<file path="src/rtl/apb2axi_pkg.sv">
// Shared types and constants for the APB3-to-AXI4-Lite bridge.
// Holds the FSM state enum, AXI response codes and the lane strobe helper.
package apb2axi_pkg;

   typedef enum logic [2:0] {
      IDLE,
      WR_ADDR_DATA,
      WR_RESP,
      RD_ADDR,
      RD_RESP,
      DONE
   } state_e;

   localparam logic [1:0] AXI_RESP_OKAY   = 2'b00;
   localparam logic [1:0] AXI_RESP_EXOKAY = 2'b01;
   localparam logic [1:0] AXI_RESP_SLVERR = 2'b10;
   localparam logic [1:0] AXI_RESP_DECERR = 2'b11;

   // Byte strobes for a 32-bit access inside a 64-bit AXI beat.
   function automatic logic [7:0] lane_strb(input logic lane);
      return lane ? 8'hF0 : 8'h0F;
   endfunction

endpackage

</file>
<file path="src/rtl/apb2axi_lite_bridge.sv">
// APB3 slave to AXI4-Lite master bridge, one transaction in flight.
// Ports: clk_i/rst_i (sync, active-high), APB3 slave (PADDR..PSLVERR),
// AXI4-Lite master channels AW, W, B, AR, R. PREADY stretches the APB
// access until the AXI response has been taken.
module apb2axi_lite_bridge
   import apb2axi_pkg::*;
#(
   parameter int APB_ADDR_WIDTH = 32,
   parameter int AXI_ADDR_WIDTH = 32,
   parameter int AXI_DATA_WIDTH = 64
) (
   input  logic                        clk_i,
   input  logic                        rst_i,
   input  logic [APB_ADDR_WIDTH-1:0]   PADDR,
   input  logic [31:0]                 PWDATA,
   input  logic                        PWRITE,
   input  logic                        PSEL,
   input  logic                        PENABLE,
   output logic [31:0]                 PRDATA,
   output logic                        PREADY,
   output logic                        PSLVERR,
   output logic [AXI_ADDR_WIDTH-1:0]   aw_addr_o,
   output logic                        aw_valid_o,
   input  logic                        aw_ready_i,
   output logic [AXI_DATA_WIDTH-1:0]   w_data_o,
   output logic [AXI_DATA_WIDTH/8-1:0] w_strb_o,
   output logic                        w_valid_o,
   input  logic                        w_ready_i,
   input  logic [1:0]                  b_resp_i,
   input  logic                        b_valid_i,
   output logic                        b_ready_o,
   output logic [AXI_ADDR_WIDTH-1:0]   ar_addr_o,
   output logic                        ar_valid_o,
   input  logic                        ar_ready_i,
   input  logic [AXI_DATA_WIDTH-1:0]   r_data_i,
   input  logic [1:0]                  r_resp_i,
   input  logic                        r_valid_i,
   output logic                        r_ready_o
);

   localparam int LANES = AXI_DATA_WIDTH / 32;

   state_e                    state_q, state_d;
   logic [AXI_ADDR_WIDTH-1:0] addr_q, addr_d;
   logic [31:0]               wdata_q, wdata_d;
   logic                      aw_valid_q, aw_valid_d;
   logic                      w_valid_q, w_valid_d;
   logic                      b_ready_q, b_ready_d;
   logic                      ar_valid_q, ar_valid_d;
   logic                      r_ready_q, r_ready_d;
   logic                      pready_q, pready_d;
   logic                      pslverr_q, pslverr_d;
   logic [31:0]               prdata_q, prdata_d;
   logic                      sel_lost_q, sel_lost_d;

   logic [AXI_ADDR_WIDTH-1:0] ext_addr;
   logic [31:0]               rd_lane;
   logic                      deliver;
   logic                      aw_done;
   logic                      w_done;

   // Word-aligned, zero-extended AXI address.
   always_comb begin
      ext_addr = '0;
      ext_addr[APB_ADDR_WIDTH-1:0] = PADDR;
      ext_addr[1:0] = 2'b00;
   end

   if (AXI_DATA_WIDTH == 64) begin : g_w64
      assign w_strb_o = lane_strb(addr_q[2]);
      assign rd_lane  = addr_q[2] ? r_data_i[63:32] : r_data_i[31:0];
   end else begin : g_w32
      assign w_strb_o = '1;
      assign rd_lane  = r_data_i[31:0];
   end

   // A master that dropped PSEL mid-transfer gets no PREADY pulse.
   assign deliver = PSEL && !sel_lost_q;
   assign aw_done = !aw_valid_q || aw_ready_i;
   assign w_done  = !w_valid_q || w_ready_i;

   always_comb begin
      state_d    = state_q;
      addr_d     = addr_q;
      wdata_d    = wdata_q;
      aw_valid_d = aw_valid_q;
      w_valid_d  = w_valid_q;
      b_ready_d  = b_ready_q;
      ar_valid_d = ar_valid_q;
      r_ready_d  = r_ready_q;
      pready_d   = pready_q;
      pslverr_d  = pslverr_q;
      prdata_d   = prdata_q;
      sel_lost_d = sel_lost_q;

      if (state_q != IDLE && !PSEL) sel_lost_d = 1'b1;

      unique case (state_q)
         IDLE: begin
            if (PSEL && !PENABLE) begin
               addr_d     = ext_addr;
               wdata_d    = PWDATA;
               sel_lost_d = 1'b0;
               if (PWRITE) begin
                  aw_valid_d = 1'b1;
                  w_valid_d  = 1'b1;
                  state_d    = WR_ADDR_DATA;
               end else begin
                  ar_valid_d = 1'b1;
                  state_d    = RD_ADDR;
               end
            end
         end
         WR_ADDR_DATA: begin
            // AW and W retire independently, in either order.
            if (aw_valid_q && aw_ready_i) aw_valid_d = 1'b0;
            if (w_valid_q && w_ready_i) w_valid_d = 1'b0;
            if (aw_done && w_done) begin
               b_ready_d = 1'b1;
               state_d   = WR_RESP;
            end
         end
         WR_RESP: begin
            if (b_valid_i) begin
               b_ready_d = 1'b0;
               pready_d  = deliver;
               pslverr_d = deliver && (b_resp_i != AXI_RESP_OKAY);
               prdata_d  = '0;
               state_d   = DONE;
            end
         end
         RD_ADDR: begin
            if (ar_ready_i) begin
               ar_valid_d = 1'b0;
               r_ready_d  = 1'b1;
               state_d    = RD_RESP;
            end
         end
         RD_RESP: begin
            if (r_valid_i) begin
               r_ready_d = 1'b0;
               pready_d  = deliver;
               pslverr_d = deliver && (r_resp_i != AXI_RESP_OKAY);
               prdata_d  = deliver ? rd_lane : '0;
               state_d   = DONE;
            end
         end
         DONE: begin
            pready_d  = 1'b0;
            pslverr_d = 1'b0;
            prdata_d  = '0;
            state_d   = IDLE;
         end
         default: state_d = IDLE;
      endcase
   end

   always_ff @(posedge clk_i) begin
      if (rst_i) begin
         state_q    <= IDLE;
         addr_q     <= '0;
         wdata_q    <= '0;
         aw_valid_q <= 1'b0;
         w_valid_q  <= 1'b0;
         b_ready_q  <= 1'b0;
         ar_valid_q <= 1'b0;
         r_ready_q  <= 1'b0;
         pready_q   <= 1'b0;
         pslverr_q  <= 1'b0;
         prdata_q   <= '0;
         sel_lost_q <= 1'b0;
      end else begin
         state_q    <= state_d;
         addr_q     <= addr_d;
         wdata_q    <= wdata_d;
         aw_valid_q <= aw_valid_d;
         w_valid_q  <= w_valid_d;
         b_ready_q  <= b_ready_d;
         ar_valid_q <= ar_valid_d;
         r_ready_q  <= r_ready_d;
         pready_q   <= pready_d;
         pslverr_q  <= pslverr_d;
         prdata_q   <= prdata_d;
         sel_lost_q <= sel_lost_d;
      end
   end

   assign aw_addr_o  = addr_q;
   assign ar_addr_o  = addr_q;
   assign w_data_o   = {LANES{wdata_q}};
   assign aw_valid_o = aw_valid_q;
   assign w_valid_o  = w_valid_q;
   assign b_ready_o  = b_ready_q;
   assign ar_valid_o = ar_valid_q;
   assign r_ready_o  = r_ready_q;
   assign PREADY     = pready_q;
   assign PSLVERR    = pslverr_q;
   assign PRDATA     = prdata_q;

endmodule

</file>
<file path="config.mk">
export PLATFORM = sky130hd
export DESIGN_NAME = apb2axi_lite_bridge
export DESIGN_NICKNAME = d
export VERILOG_FILES = /design/src/rtl/apb2axi_pkg.sv /design/src/rtl/apb2axi_lite_bridge.sv
export SDC_FILE = /design/constraint.sdc
export NUM_CORES = 1
export LEC_CHECK = 0
export CORE_AREA = 2 2 124 126
export DETAILED_ROUTE_END_ITERATION = 7
export DIE_AREA = 0 0 126 128
export GPL_TIMING_DRIVEN = 0
export PLACE_DENSITY = 0.76
export SYNTH_ARGS = -nofsm -noshare
export SYNTH_HDL_FRONTEND = slang
export SYNTH_SLANG_ARGS = --single-unit
export TNS_END_PERCENT = 5
</file>
<file path="constraint.sdc">
create_clock -name clk_i -period 2.3 [get_ports clk_i]
set_input_delay 0.46 -clock clk_i [delete_from_list [all_inputs] [get_ports clk_i]]
set_output_delay 0.46 -clock clk_i [all_outputs]
set_load 0.005 [all_outputs]
</file>
==> flow_summary.toml <==
[clocking]
cts_buffer_depth = 2
cts_tree = "done"
clock_latency_ps = 340
cts_made_buffers = 9
cts.sinks = 105
cts-root-buf = "clkbuf_16"
path_clk_slew_ps = 70
ctsHoldBuffers = 0
htree_num_levels = 3
post_cts_buffers = 0

[logic_synthesis]
ys_seq_area_frac = 0.4136
synth_top_family_by_area = "compound AO/OA/AOI/OAI gates"
ys_top_cells_by_area = "dfxtp_1 41%, buf_4 11%, nand2_1 9.7%"
ys.flop_type = "dfxtp_1"
synth_cells = 571
synth-xor-area-share = 0
avgSynthCellArea_um2 = 8.901
synth_area_mm2 = 0.005082
synthTopCellsByCount = "131 x nand2_1, 105 x dfxtp_1, 74 x buf_4"
synth_top_area_frac = 0.4136
synthAdderAreaFrac = 0
synth_edf_count = 0
muxShareOfSynthArea = 0.07287
synth-simple-area-share = 0.1741
yosysWarnings = 0
yosys_register_bits = 105
synth_top_cell_by_area = "dfxtp_1"
synth_cell_type_count = 40
synth-compound-area-share = 0.1777
yosysMostFrequentCell = "nand2_1"
synthArstFlopShare = 0

[timing]
period_share = 0.9547
finalWorstSetupSlack_ps = 104.2
fin_crit_ps = 2196
slew_headroom = 0.5236
worstMarginPinSlew_ps = 714.7
fmax_ghz = 0.4554
finalSetupViolCount = 0
rsz0062_at_grt = "no"
finalSetupTns_ps = 0
fin_skew_ps = 6.992
hold_viol = 0
finalMaxSlewViolations = 0

[pwr]
p_per_area_mw_per_mm2 = 675.5
switchingPower_w = 0.001659
intPower_w = 0.004268
peakVddDrop_uv = 437.8
power.share.switching = 0.2799
power_frac_seq = 0.364
p_leak_nw = 3.207
pwr-share-clk = 0.283
pwr-share-comb = 0.353

[global_routing]
grt_pass1_vias = 4743
grt_pass1_wl_mm = 24.60
antenna_found_initial = 1
grt_max_degree = 17
grt_usage = 0.1913
gr-total-overflow = 0

[critical_path]
worstSetupPathType = "reg -> out"
startpoint_type = "register"
cp_cell_sequence = "clkbuf_8 -> buf_6 -> inv_2 -> buf_4 -> clkdlybuf4s50_1"
crit_fanout = 10
critPathArrivalTime_ps = 1740
worstPathRequired_ps = 1840
end_kind = "primary output"
critPathMaxStageDelay_ps = 430
slowest_stage = "clkdlybuf4s50_1"

[route]
vias = 4899
antenna_left = 0
drt-initial-drc-count = 191
drc = 0
wl_per_cell_um = 14.77
drt_first_pass_iters = 4
totalWireLength_mm = 16.05
viasPerCell = 4.507

[die]
rows = 45
dieArea_mm2 = 0.01613
initial_utilization = 0.3419
fp.dieH_um = 128
io_pins = 317
core_mm2 = 0.01486
die_w_um = 126

[layout]
filler_cell_count = 1333
drive_above_1_share = 0.2361
layout-area-overhead-vs-synth_pct = 72.65
fin_nets = 1036

[flow_run]
max-cap-violations = 0

[place]
gp_congestion = 0.8230
place_ws_ps = -506.2
port_buffers = 309
dpl.hpwl_mm = 12.73

[min_path]
hold_class = "reg -> reg"

[status]
status = "finished, final reports clean"
## kinds of logic after synthesis
group,Yosys count
AOI/OAI and AO/OA,120
buffers and inverters,119
DFF,105
muxes,33
other,1
and+or+nand+nor,193
## power groups by stage
stage                     combinational [W]  clock (W)  sequential (W)
after global routing                0.00227    0.00180         0.00218
after detailed placement            0.00210          0         0.00220
after CTS                           0.00211    0.00172         0.00216
after global placement              0.00208          0         0.00219
final                               0.00209    0.00168         0.00216
after floorplan                     0.00105          0         0.00218
## metrics by stage
step | hold slack (ps) | total power, W | instances | util | area [um2]
2_1_floorplan | 448.2 | 0.003228 | 574 | - | 5094
3_3_place_gp | 443.5 | 0.004270 | 1071 | 0.5666 | 8422
3_5_place_dp | 450.0 | 0.004297 | 1071 | 0.5666 | 8422
4_1_cts | 466.0 | 0.005993 | 1086 | 0.5902 | 8772
5_1_grt | 483.4 | 0.006248 | 1087 | 0.5903 | 8775
6_report | 469.1 | 0.005927 | 1087 | 0.5903 | 8775
## cells in the final DEF, fill, tap and decap left out, types with 12 or more instances in the layout
cell             netlist  layout
a21oi_1               68      68
a22oi_2               30      30
buf_4                 74      74
buf_6                 11      12
clkbuf_1              15      14
clkdlybuf4s50_1        0     309
dfxtp_1              105     104
mux2_2                32      32
nand2_1              131     131
nor2_1                13      13
nor2_2                30      30
## worst paths after layout
kind / from / endpoint / slack [ps] / depth (start not counted)
worst min register to register: PREADY / PREADY / 470 / 2
worst min-delay path: PREADY / PREADY / 470 / 2
worst max-delay path: ar_addr_o[2] / w_strb_o[3] / 100 / 5
worst max register to register: ar_addr_o[2] / PRDATA[8] / 470 / 5
## critical path: cells and delay by family (launching register included)
| family | cells | cell delay, ps |
|---|---|---|
| buf+inv | 5 | 980 |
| flops | 1 | 410 |
## area by class of cell
| cell class | instances | area (um2) | area share |
|---|---|---|---|
| sequential | 105 | 2106 | 0.2400 |
| timing repair buffer | 309 | 3093 | 0.3525 |
| clock inverter | 4 | 76.32 | 0.008698 |
| inverter | 7 | 26.28 | 0.002994 |
| multi-input combinational | 350 | 2173 | 0.2477 |
| clock buffer | 11 | 252.7 | 0.02880 |
| antenna | 1 | 2.502 | 0.0002852 |
| tap | 188 | 235.2 | 0.02681 |
| buffer | 112 | 809.5 | 0.09226 |
## routing by layer
layer | vias to the layer above | global-route usage | routed length [um]
li1 | 2472 | - | -
met2 | 185 | 0.3416 | 8012
met3 | 19 | 0.05092 | 1108
met5 | - | 0 | 0
met4 | 0 | 0.06206 | 304
met1 | 2223 | 0.2230 | 6626
## what timing repair did
action                                  CTS  global route
endpoints found under the setup margin    4             3
gates resized for setup                   8             1
hold endpoints to repair                  0             0
## state kept, by name, summed over array words and instances (netlist names)
| register | flops |
|---|---|
| ar_addr_o | 30 |
| w_valid_o | 1 |
| sel_lost_q | 1 |
| PRDATA | 32 |
| PREADY | 1 |
| r_ready_o | 1 |
| wdata_q | 32 |
| ar_valid_o | 1 |
| aw_valid_o | 1 |
| b_ready_o | 1 |
| PSLVERR | 1 |
| state_q | 3 |
Note: power is estimated with default switching activity, not from simulation.
